==> src/rtl/scan_mux.sv <==
// N-channel, W-bit registered multiplexer with a manual select mode and an
// auto-scan mode that dwells DWELL enabled cycles on each channel.

module scan_mux_lane #(
    parameter int W = 1
) (
    input  logic         hit,
    input  logic [W-1:0] din,
    output logic [W-1:0] dout
);
    always_comb begin
        dout = hit ? din : '0;
    end
endmodule

module scan_mux #(
    parameter int N     = 4,
    parameter int W     = 1,
    parameter int SEL_W = 2,
    parameter int DWELL = 1
) (
    input  logic             clk,
    input  logic             rst,
    input  logic             en,
    input  logic             mode,
    input  logic [SEL_W-1:0] sel,
    input  logic [N*W-1:0]   din,
    output logic [W-1:0]     dout,
    output logic [SEL_W-1:0] ch,
    output logic             valid,
    output logic             wrap
);
    localparam int CNT_W = (DWELL > 1) ? $clog2(DWELL) : 1;

    logic [W-1:0]     dout_q, dout_d;
    logic [SEL_W-1:0] ch_q, ch_d;
    logic             valid_q, valid_d;
    logic             wrap_q, wrap_d;
    logic [CNT_W-1:0] cnt_q, cnt_d;

    logic [SEL_W-1:0]      mux_sel;
    logic                  sel_legal;
    logic [N-1:0]          hit;
    logic [N-1:0][W-1:0]   lane_dout;
    logic [W-1:0]          pick_data;

    // In SCAN the registered channel drives the mux, so dout and the step
    // decision both see the same (old) channel on a step edge.
    always_comb begin
        mux_sel   = mode ? ch_q : sel;
        sel_legal = (int'(sel) < N);
    end

    // One-hot AND-OR mux: an out-of-range select hits no lane and yields 0.
    for (genvar i = 0; i < N; i++) begin : g_lane
        always_comb begin
            hit[i] = (mux_sel == SEL_W'(i));
        end
        scan_mux_lane #(.W(W)) u_lane (
            .hit  (hit[i]),
            .din  (din[i*W +: W]),
            .dout (lane_dout[i])
        );
    end

    always_comb begin
        pick_data = '0;
        for (int i = 0; i < N; i++) begin
            pick_data = pick_data | lane_dout[i];
        end
    end

    always_comb begin
        dout_d  = dout_q;
        ch_d    = ch_q;
        valid_d = valid_q;
        wrap_d  = 1'b0;
        cnt_d   = cnt_q;
        if (en) begin
            dout_d = pick_data;
            if (!mode) begin
                cnt_d   = '0;
                valid_d = sel_legal;
                if (sel_legal) begin
                    ch_d = sel;
                end
            end else begin
                valid_d = 1'b1;
                if (cnt_q == CNT_W'(DWELL - 1)) begin
                    cnt_d = '0;
                    if (ch_q == SEL_W'(N - 1)) begin
                        ch_d   = '0;
                        wrap_d = 1'b1;
                    end else begin
                        ch_d = ch_q + 1'b1;
                    end
                end else begin
                    cnt_d = cnt_q + 1'b1;
                end
            end
        end
    end

    always_ff @(posedge clk) begin
        if (rst) begin
            dout_q  <= '0;
            ch_q    <= '0;
            valid_q <= 1'b0;
            wrap_q  <= 1'b0;
            cnt_q   <= '0;
        end else begin
            dout_q  <= dout_d;
            ch_q    <= ch_d;
            valid_q <= valid_d;
            wrap_q  <= wrap_d;
            cnt_q   <= cnt_d;
        end
    end

    always_comb begin
        dout  = dout_q;
        ch    = ch_q;
        valid = valid_q;
        wrap  = wrap_q;
    end
endmodule

==> config.mk <==
export PLATFORM = sky130hd
export DESIGN_NAME = scan_mux
export DESIGN_NICKNAME = d
export VERILOG_FILES = /design/src/rtl/scan_mux.sv
export SDC_FILE = /design/constraint.sdc
export NUM_CORES = 1
export LEC_CHECK = 0
export BUFFER_PORTS_ARGS = -buffer_cell sky130_fd_sc_hd__buf_4
export CELL_PAD_IN_SITES_DETAIL_PLACEMENT = 1
export CELL_PAD_IN_SITES_GLOBAL_PLACEMENT = 1
export CORE_AREA = 2 2 39 41
export DETAILED_ROUTE_END_ITERATION = 10
export DIE_AREA = 0 0 41 43
export HOLD_SLACK_MARGIN = 0.1
export PLACE_DENSITY_LB_ADDON = 0.1
export SLEW_MARGIN = 20
export SYNTH_ARGS = -nofsm -noshare
export SYNTH_HDL_FRONTEND = slang
export SYNTH_SLANG_ARGS = --single-unit
==> constraint.sdc <==
create_clock -name clk -period 3.62 [get_ports clk]
set_clock_uncertainty 0.2 [all_clocks]
set_input_delay 1.086 -clock clk [delete_from_list [all_inputs] [get_ports clk]]
set_output_delay 1.086 -clock clk [all_outputs]
set_load 0.02 [all_outputs]
* Word-level counts from Yosys, hierarchy flattened
Cells that the tools add are included. Widths: inputs -> output; s select.
Storage, ports and cells: register bits 6
Operators by class: $add $sub $neg 2, equality and inequality tests 5, multiplexer cells 11, bitwise operators 5, reduce and logical (&&, ||, !) cells 3
Operator list (count):
- $mux 2 | 4
- $mux 1 | 7
- $eq 2x2->1 const B | 3
- $reduce_or 4->1 | 1
- $or 1x1->1 | 3
- $add 2x1->2 const B | 1
- $eq 2x1->1 const B | 1
- $logic_not 2->1 | 1
- $ne 2x2->1 const B | 1
- $not 1->1 | 2
- $reduce_and 2->1 | 1
- $add 1x1->1 const B | 1

* Longest topological paths before layout
Gate-level depths: netlist of the first run.
word-level depth 6, gate-level depth with buffers 4, gate-level depth less buffers 4

* Cells and area by module
A second synthesis of the first run with hierarchy kept.
Second synthesis, totals: cells, all modules 35, area total of the unflattened synthesis 299.0 sq um
Modules (own cells, without submodules):
- scan_mux | times used 1, cells an instance 31, area an instance 274.0 sq um, sequential area each 100.1 sq um
- scan_mux_lane | times used 4, cells an instance 1, area an instance 6.3 sq um, sequential area each 0.0 sq um

* Least setup slack after synthesis of the first run
No wires, ideal clock.
path type in2reg, start input port mode, end register dout_q (netlist: dout), setup time 0.133 ns, data arrival time 1.751 ns, required time 3.287 ns, path slack 1.536 ns, cell stages on the path 4, cells stage by stage buf_6 -> mux2i_2 -> mux2i_1 -> o221ai_1
On the way: cells in the longest elaborated chain, start to end 6
RTL lines:
- start, declared | line 25 | input logic mode,
- $mux 2 * | line 50 | mux_sel = mode ? ch_q : sel;
- $eq 2x1->1 or $logic_not 2->1 (tied branches) | line 57 | hit[i] = (mux_sel == SEL_W'(i));
- $mux 1 | line 12 | dout = hit ? din : '0;
- $or 1x1->1 (2 in series) | line 69 | pick_data = pick_data | lane_dout[i];
- $or 1x1->1 * | line 69
- end signal, assigned | line 112 | dout_q <= dout_d;
- end, declared | line 35 | logic [W-1:0] dout_q, dout_d;
Every way passes the cells marked *; elsewhere a longest branch is shown, timed or not. A chain may end at the register's enable or synchronous reset.

* Final worst setup path of the first run
start register ch_q[0] (netlist: ch[0]), end output port ch[0]
RTL lines:
- start, declared | line 36 | logic [SEL_W-1:0] ch_q, ch_d;
- start signal, assigned | line 113 | ch_q <= ch_d;
- end, declared | line 29 | output logic [SEL_W-1:0] ch,
No word-level cell between the ends.

==> results of run 1 <==
registers in the layout, summed over array words and instances (netlist names):
name   flops
dout       1
wrap       1
valid      1
ch         2
power groups by stage:
stage | logic, mW | registers [mW] | clock network (mW)
after floorplan | 0.0157 | 0.0673 | 0
after global placement | 0.0359 | 0.0630 | 0
after detailed placement | 0.0369 | 0.0631 | 0
after CTS | 0.0369 | 0.0621 | 0.0680
after global routing | 0.0394 | 0.0625 | 0.0708
final | 0.0362 | 0.0620 | 0.0644
through the flow:
stage / power [mW] / setup slack [ns]
6_report: 0.163 / 1.52
3_5_place_dp: 0.100 / 1.43
3_3_place_gp: 0.0989 / 1.45
5_1_grt: 0.173 / 1.47
4_1_cts: 0.167 / 1.50
2_1_floorplan: 0.0830 / 1.54
Yosys cell counts (all sizes together):
cell and n:
mux2 1, or3b 1, mux2i 4, a211oi 2, and4b 1, inv 1, nor2 4, a21oi 1
nand2b 1, buf 1, nor2b 1, o221ai 1, dfxtp 5, nor3b 1, ha 1, nand2 1
routing by layer:
layer | routed length, microns | GRT usage (%)
met1 | 278 | 13.2
met4 | 0 | 6.00
met3 | 57 | 3.14
met2 | 301 | 10.0
met5 | 0 | 0
final timing paths:
| check | endpoint | cells past startpoint | startpoint | slack, ns |
|---|---|---|---|---|
| min reg2reg | valid | 2 | valid | 0.26 |
| min | valid | 2 | valid | 0.26 |
| max reg2reg | ch[0] | 4 | ch[0] | 2.27 |
| max | ch[0] | 1 | ch[0] | 1.52 |
cell families (layout without fill, tap and decap cells):
kind of cell | count (synthesis) | after routing | share of synthesized area [%]
and+or+nand+nor | 10 | 10 | 21.5
AOI/OAI and AO/OA | 4 | 4 | 10.5
DFF | 5 | 5 | 36.5
muxes | 5 | 5 | 21.5
adders and majority gates | 1 | 1 | 4.57
buffers and inverters | 2 | 19 | 5.48
area by class of cell:
class / count / area, sq um / area share [%]
clock buffer: 4 / 26.3 / 6.34
sequential: 5 / 100 / 24.2
inverter: 1 / 3.75 / 0.906
timing repair buffer: 14 / 105 / 25.4
multi-input combinational: 20 / 159 / 38.4
tap: 16 / 20.0 / 4.83
==> impl_metrics.csv, run 1 <==
group,metric,value,unit
sta,finalCritPeriodShare,58.0,%
clocking,ctsHoldBuffers,0,
global_routing,antenna_found_initial,0,
placed_design,place_inst,56,
drt,dr_total_vias,262,
global_routing,grt_pass1_wl,1020,microns
run,cap_violations,0,
pwr,combPwrFrac,22.3,%
yosys,synth_cells,27,
drt,wl_per_cell,10.6,microns
layout,final_cell_mix,"buf_4, dfxtp_1, nor2_1, mux2i_1, clkbuf_4",
yosys,synth_top_area_share,36.5,%
yosys,synth_fp_nets,38,
die,dieArea,0.00176,sq mm
clocking,cts_buffers,3,
layout,n_antenna_cell,0,
clocking,tritoncts,"built",
worst_setup_path,critPathMaxStageDelay,0.40,ns
pwr,power_density,393,mW/mm^2
yosys,synth.avg_cell_area,10.1,sq um
worst_setup_path,path_cells,"buf_4",
run_status,outcome,"finished, final reports clean",
drt,vias_per_cell,4.37,
yosys,ys_types,17,
clocking,clk_pin_slew,0.05,ns
worst_setup_path,cp-end-kind,"primary output",
pwr,switching_share,25.8,%
pwr,p_seq_share,38.1,%
die,die_w,41,microns
pwr,ir_worst_vdd,155,uV
sta,tns,0,ns
die,rows,14,
clocking,insertion_delay,0.24,ns
die,coreArea,0.00138,sq mm
worst_setup_path,cp_num_buf_inv,1,
placed_design,placed_area,388,sq um
yosys,netlist_area,274,sq um
drt,final_antenna_net_count,0,
min_path,min_path_type,"register to register",
sta,fmax,476,MHz
worst_setup_path,cp_top_family,"flip-flops",
layout,syn2layout_area_growth,51.1,%
layout,drive_gt1_share,47.7,%
pwr,intPower,121,uW
layout,utilization,29.9,%
placed_design,port_buffers,14,
yosys,yosysSeqAreaShare,36.5,%
sta,tightest_slew,0.237,ns
layout,fillers,164,
sta,slew_viol_final,0,
drt,initialDrtViolationCount,2,
worst_setup_path,crit_type,"register to primary output",
placed_design,gp_congestion,0.620,
worst_setup_path,required,2.33,ns
pwr,leakage,0.201,nW
global_routing,track_usage,8.84,%
drt,drt_wl_total,637,microns
clocking,post_cts_buffers,0,
pwr,clockPowerShare,39.6,%
worst_setup_path,cp.arrival,0.81,ns
yosys,synth.largest_area_cell,"dfxtp_1",
clocking,root_buffer,"clkbuf_4",
sta,grt_setup_unrepaired,"no",
sta,final-hold-violation-count,0,
clocking,cts_resized,0,
global_routing,grt-ovfl-total,0,
sta,setup_viol,0,
worst_setup_path,worst_setup_path_start_kind,"register",
yosys,synth_seq_cells,5,
sta,period_minus_slack,2.10,ns
layout,final_nets,56,
placed_design,place_hpwl,523,microns
clocking,clock_path_buffers,2,
drt,drc_errors,0,
yosys,synthTopCellsByArea,"dfxtp_1, mux2i_1, a211oi_1",
die,chipHeight,43,microns
die,start_util,19.8,%
yosys,yosys_warnings,0,
clocking,htree_levels,1,
pwr,p_sw,41.9,uW
drt,dr.pass1.iters,2,
layout,design_area,414,sq um
worst_setup_path,slowest_stage,"dfxtp_1",
global_routing,grt_max_degree,9,
layout,stdcell_count,60,
sta,slew_headroom,83.9,%
die,io_pins,15,
layout,final_common_cell,"buf_4",
worst_setup_path,worstPathMaxFanout,5,
global_routing,grt_pass1_vias,232,
clocking,cts_sinks,5,
sta,worst_hold_slack,0.265,ns
No activity file was read; power rests on OpenSTA's default activity.
==> run 2: changes to the inputs <==
- ABC_AREA: unset -> 1
- clock period: 3.62 -> 2.05 ns (I/O delays scaled with it)
==> run 2 against run 1 <==
Die area stayed put. Flip-flop and latch count unchanged. Core utilization rose by 3.0 points. Clock power increased by 74%. Via count grew 25%. Setup slack got worse by 1.1 ns. Area after synthesis grew 15%. Cell count up 35%. Final area up 10%. Register-to-register slack lost 1.5 ns. Non-clock buffer count unchanged.
==> impl_metrics.csv, run 2 <==
group,metric,value,unit
yosys,synthTopCellsByArea,"dfxtp_1, inv_1, nand3_1",
global_routing,grt_pass1_wl,1240,microns
global_routing,grt_max_degree,9,
global_routing,track_usage,10.6,%
drt,dr.pass1.iters,4,
sta,grt_setup_unrepaired,"no",
die,coreArea,0.00138,sq mm
pwr,power_density,631,mW/mm^2
run,cap_violations,0,
clocking,post_cts_buffers,0,
clocking,cts_buffers,3,
pwr,leakage,0.263,nW
drt,vias_per_cell,4.04,
placed_design,gp_congestion,0.638,
worst_setup_path,cp-end-kind,"primary output",
worst_setup_path,required,1.23,ns
yosys,synth.avg_cell_area,6.57,sq um
worst_setup_path,path_cells,"buf_4",
drt,initialDrtViolationCount,3,
worst_setup_path,crit_type,"register to primary output",
pwr,p_seq_share,37.9,%
sta,finalCritPeriodShare,79.1,%
pwr,ir_worst_vdd,134,uV
drt,dr_total_vias,327,
min_path,min_path_type,"register to register",
pwr,clockPowerShare,39.0,%
pwr,combPwrFrac,23.2,%
layout,largest_register_ffs,2,
clocking,clock_path_buffers,2,
pwr,intPower,209,uW
clocking,clk_pin_slew,0.04,ns
worst_setup_path,worstPathMaxFanout,4,
worst_setup_path,cp_top_family,"flip-flops",
layout,n_antenna_cell,0,
pwr,p_sw,78.7,uW
worst_setup_path,timing.rr.start,"ch[1]",
placed_design,port_buffers,14,
worst_setup_path,slowest_stage,"dfxtp_1",
global_routing,antenna_found_initial,0,
yosys,yosys_warnings,0,
die,dieArea,0.00176,sq mm
drt,final_antenna_net_count,0,
yosys,synth_seq_cells,5,
clocking,insertion_delay,0.24,ns
placed_design,place_hpwl,605,microns
layout,utilization,32.9,%
yosys,synth_cells,48,
drt,drt_wl_total,727,microns
sta,fmax,617,MHz
sta,slew_viol_final,0,
clocking,root_buffer,"clkbuf_4",
die,io_pins,15,
yosys,yosysSeqAreaShare,31.7,%
clocking,tritoncts,"built",
die,start_util,22.8,%
yosys,synth_commonest_cells,"inv_1, nand3_1, nor2_1",
worst_setup_path,cp.arrival,0.81,ns
layout,final_nets,77,
layout,final_common_cell,"buf_4",
clocking,htree_levels,1,
layout,final_cell_mix,"buf_4, inv_1, nand3_1, nor2_1",
worst_setup_path,critPathLaunch,"ch[1]",
drt,drc_errors,0,
pwr,switching_share,27.4,%
sta,slew_headroom,85.5,%
layout,syn2layout_area_growth,44.4,%
worst_setup_path,cp_num_buf_inv,1,
die,rows,14,
worst_setup_path,worst_setup_path_start_kind,"register",
layout,fillers,188,
yosys,netlist_area,315,sq um
clocking,cts_resized,0,
run_status,outcome,"finished, final reports clean",
yosys,synthMostInstantiatedCell,"inv_1",
sta,final-hold-violation-count,0,
layout,drive_gt1_share,32.3,%
yosys,synth_ff_type,"dfxtp_1",
global_routing,grt_pass1_vias,335,
sta,period_minus_slack,1.62,ns
clocking,ctsHoldBuffers,0,
yosys,synth_top_area_share,31.7,%
yosys,synth.largest_area_cell,"dfxtp_1",
min_path,hold_path.startpoint,"valid",
yosys,ys_types,16,
sta,tns,0,ns
yosys,asyncSetResetFlopFracSynth,0,%
die,die_w,41,microns
clocking,cts_sinks,5,
yosys,synth_edf_count,0,
drt,wl_per_cell,8.98,microns
sta,setup_viol,0,
sta,tightest_slew,0.215,ns
global_routing,grt-ovfl-total,0,
worst_setup_path,critPathMaxStageDelay,0.40,ns
die,chipHeight,43,microns
yosys,synth_fp_nets,59,
-- run 2: per-layer routing --
metal	GRT usage, %	vias to the layer above	part of all wire, %
li1	-	181	-
met1	13.7	134	47
met2	14.1	12	46
met3	1.57	0	7.2
met4	10.0	0	0
met5	0	-	0
-- run 2: cells by family after synthesis --
logic type,synth area share (%)
buffers and inverters,19.8
AOI/OAI and AO/OA,8.33
and+or+nand+nor,36.1
DFF,31.7
adders and majority gates,3.97
-- run 2: area by class of cell --
type                            instances  area (sq um)  share of cell area [%]
Inverter                               13          51.3                    11.3
Timing Repair Buffer                   14           105                    23.1
Tap cell                               16          20.0                    4.40
Clock buffer                            4          26.3                    5.77
Sequential cell                         5           100                    22.0
Multi-Input combinational cell         29           153                    33.5
-- run 2: worst paths after layout --
kind              cells past startpoint     to  slack (ns)
hold reg to reg                       2  valid        0.27
setup / recovery                      1  ch[1]        0.43
hold / removal                        2  valid        0.27
setup reg to reg                      5  ch[1]        0.77
-- run 2: stage by stage --
step,cell area [sq um],total power [mW],worst slack [ns],instances,hold WS (ns)
after floorplan,315,0.149,0.640,48,0.339
after global placement,429,0.178,0.534,77,0.254
after detailed placement,429,0.178,0.528,77,0.259
after CTS,455,0.296,0.414,81,0.272
after global routing,455,0.312,0.382,81,0.317
final,455,0.287,0.428,81,0.268
-- run 2: power groups by stage --
stage,clock network (mW),registers [mW],logic [mW]
floorplan,0,0.117,0.0317
global placement,0,0.111,0.0675
detailed placement,0,0.110,0.0678
CTS,0.119,0.109,0.0680
global route,0.127,0.110,0.0763
finish,0.112,0.109,0.0666
==> run 3: changes to the inputs <==
- clock period: 2.05 -> 1.5 ns (I/O delays scaled with it)
==> run 3 against run 2 <==
Setup slack lost 0.38 ns. Global-route usage shrank 0.30 points. Register-to-register slack lost 0.52 ns.
==> impl_metrics.csv, run 3 (synthesized netlist as in run 2, its figures left out) <==
group,metric,value,unit
placed_design,port_buffers,14,
sta,tightest_slew,0.209,ns
drt,final_antenna_net_count,0,
clocking,htree_levels,1,
sta,grt_setup_unrepaired,"no",
drt,drt_wl_total,755,microns
drt,vias_per_cell,4.12,
layout,design_area,457,sq um
global_routing,grt_pass1_vias,321,
placed_design,gp_congestion,0.711,
layout,multi_input_area,153,sq um
clocking,root_buffer,"clkbuf_4",
global_routing,antenna_found_initial,0,
drt,dr.pass1.iters,4,
clocking,tritoncts,"built",
sta,fmax,690,MHz
layout,stdcell_count,81,
drt,wl_per_cell,9.32,microns
worst_setup_path,critPathMaxStageDelay,0.39,ns
sta,tns,0,ns
clocking,post_cts_buffers,0,
sta,slew_headroom,85.9,%
worst_setup_path,cp-end-kind,"primary output",
die,io_pins,15,
die,chipHeight,43,microns
global_routing,track_usage,10.3,%
worst_setup_path,worst_setup_path_start_kind,"register",
worst_setup_path,path_cells,"buf_4",
pwr,power_density,864,mW/mm^2
drt,initialDrtViolationCount,2,
worst_setup_path,cp_top_family,"flip-flops",
sta,setup_viol,0,
pwr,ir_worst_vdd,164,uV
pwr,leakage,0.263,nW
run_status,outcome,"finished, final reports clean",
layout,fillers,183,
sta,worst_hold_slack,0.203,ns
sta,finalCritPeriodShare,96.7,%
worst_setup_path,required,0.85,ns
clocking,clock_path_buffers,2,
layout,largest_register_ffs,2,
worst_setup_path,cp.arrival,0.80,ns
sta,period_minus_slack,1.45,ns
placed_design,place_hpwl,631,microns
placed_design,pre_cts_ws,0.129,ns
layout,final_nets,77,
layout,drive_gt1_share,33.8,%
placed_design,placed_area,429,sq um
worst_setup_path,slowest_stage,"dfxtp_1",
layout,final_cell_mix,"buf_4, inv_1, nand3_1, nor2_1, nand2_1",
die,start_util,22.8,%
layout,n_antenna_cell,0,
min_path,min_path_type,"input pin to register",
die,rows,14,
sta,final-hold-violation-count,0,
worst_setup_path,crit_type,"register to primary output",
run,cap_violations,0,
clocking,cts_buffers,3,
clocking,insertion_delay,0.24,ns
clocking,clk_pin_slew,0.04,ns
layout,area.sequential,101,sq um
sta,layout_setup_ws,0.0497,ns
global_routing,grt_pass1_wl,1210,microns
global_routing,grt-ovfl-total,0,
global_routing,grt_max_degree,9,
worst_setup_path,cp_num_buf_inv,1,
worst_setup_path,worstPathMaxFanout,4,
placed_design,place_inst,77,
die,die_w,41,microns
die,coreArea,0.00138,sq mm
die,dieArea,0.00176,sq mm
clocking,cts_sinks,5,
layout,syn2layout_area_growth,44.8,%
drt,dr_total_vias,334,
sta,slew_viol_final,0,
drt,drc_errors,0,
layout,final_common_cell,"buf_4",
clocking,ctsHoldBuffers,0,
run 3: cell count changes in the layout (fill, tap and decap cells not counted):
cell / delta
dfxtp_1: -1
dfxtp_2: +1
run 3: layout make-up:
| class | instances | share of cell area, % |
|---|---|---|
| multi-input combinational | 29 | 33.4 |
| inverter | 13 | 11.2 |
| clock buffer | 4 | 5.75 |
| tap | 16 | 4.38 |
| sequential | 5 | 22.2 |
| timing repair buffer | 14 | 23.0 |
run 3: worst register-to-register path, stage by stage, from the launching register on:
cell	delay (ns)
dfxtp_1	0.39
ha_1	0.26
a21oi_1	0.15
o21ai_1	0.07
nand2_1	0.05
inv_1	0.03
run 3: path summary, 6_finish.rpt:
kind,from,end,slack [ns],cells after the start
max,ch[1],ch[1],0.05,1
min,rst,valid,0.20,2
max reg2reg,ch[1],ch[1],0.25,5
min reg2reg,valid,valid,0.27,2
run 3: power breakdown:
group | internal (mW) | switching [mW]
clock | 0.100 | 0.0536
combinational | 0.0434 | 0.0479
sequential | 0.142 | 0.00696
total | 0.286 | 0.109
run 3: metal layers:
layer	share of wire, %	track usage (%)	wire length (microns)	vias up
met2	46	14.4	346	12
met3	7.7	3.14	58	0
li1	-	-	-	180
met4	0	8.00	0	0
met1	46	12.5	350	142
met5	0	0	0	-
run 3: what timing repair did:
item                                   in CTS  in global routing
resized for setup                           0                  1
setup endpoints to repair                   0                  1
endpoints found under the hold margin       0                  0
run 3: metrics by stage:
stage               util, %  power [mW]
floorplan                 -       0.203
global placement       31.0       0.245
detailed placement     31.0       0.244
CTS                    32.9       0.406
global route           33.0       0.428
finish                 33.0       0.394
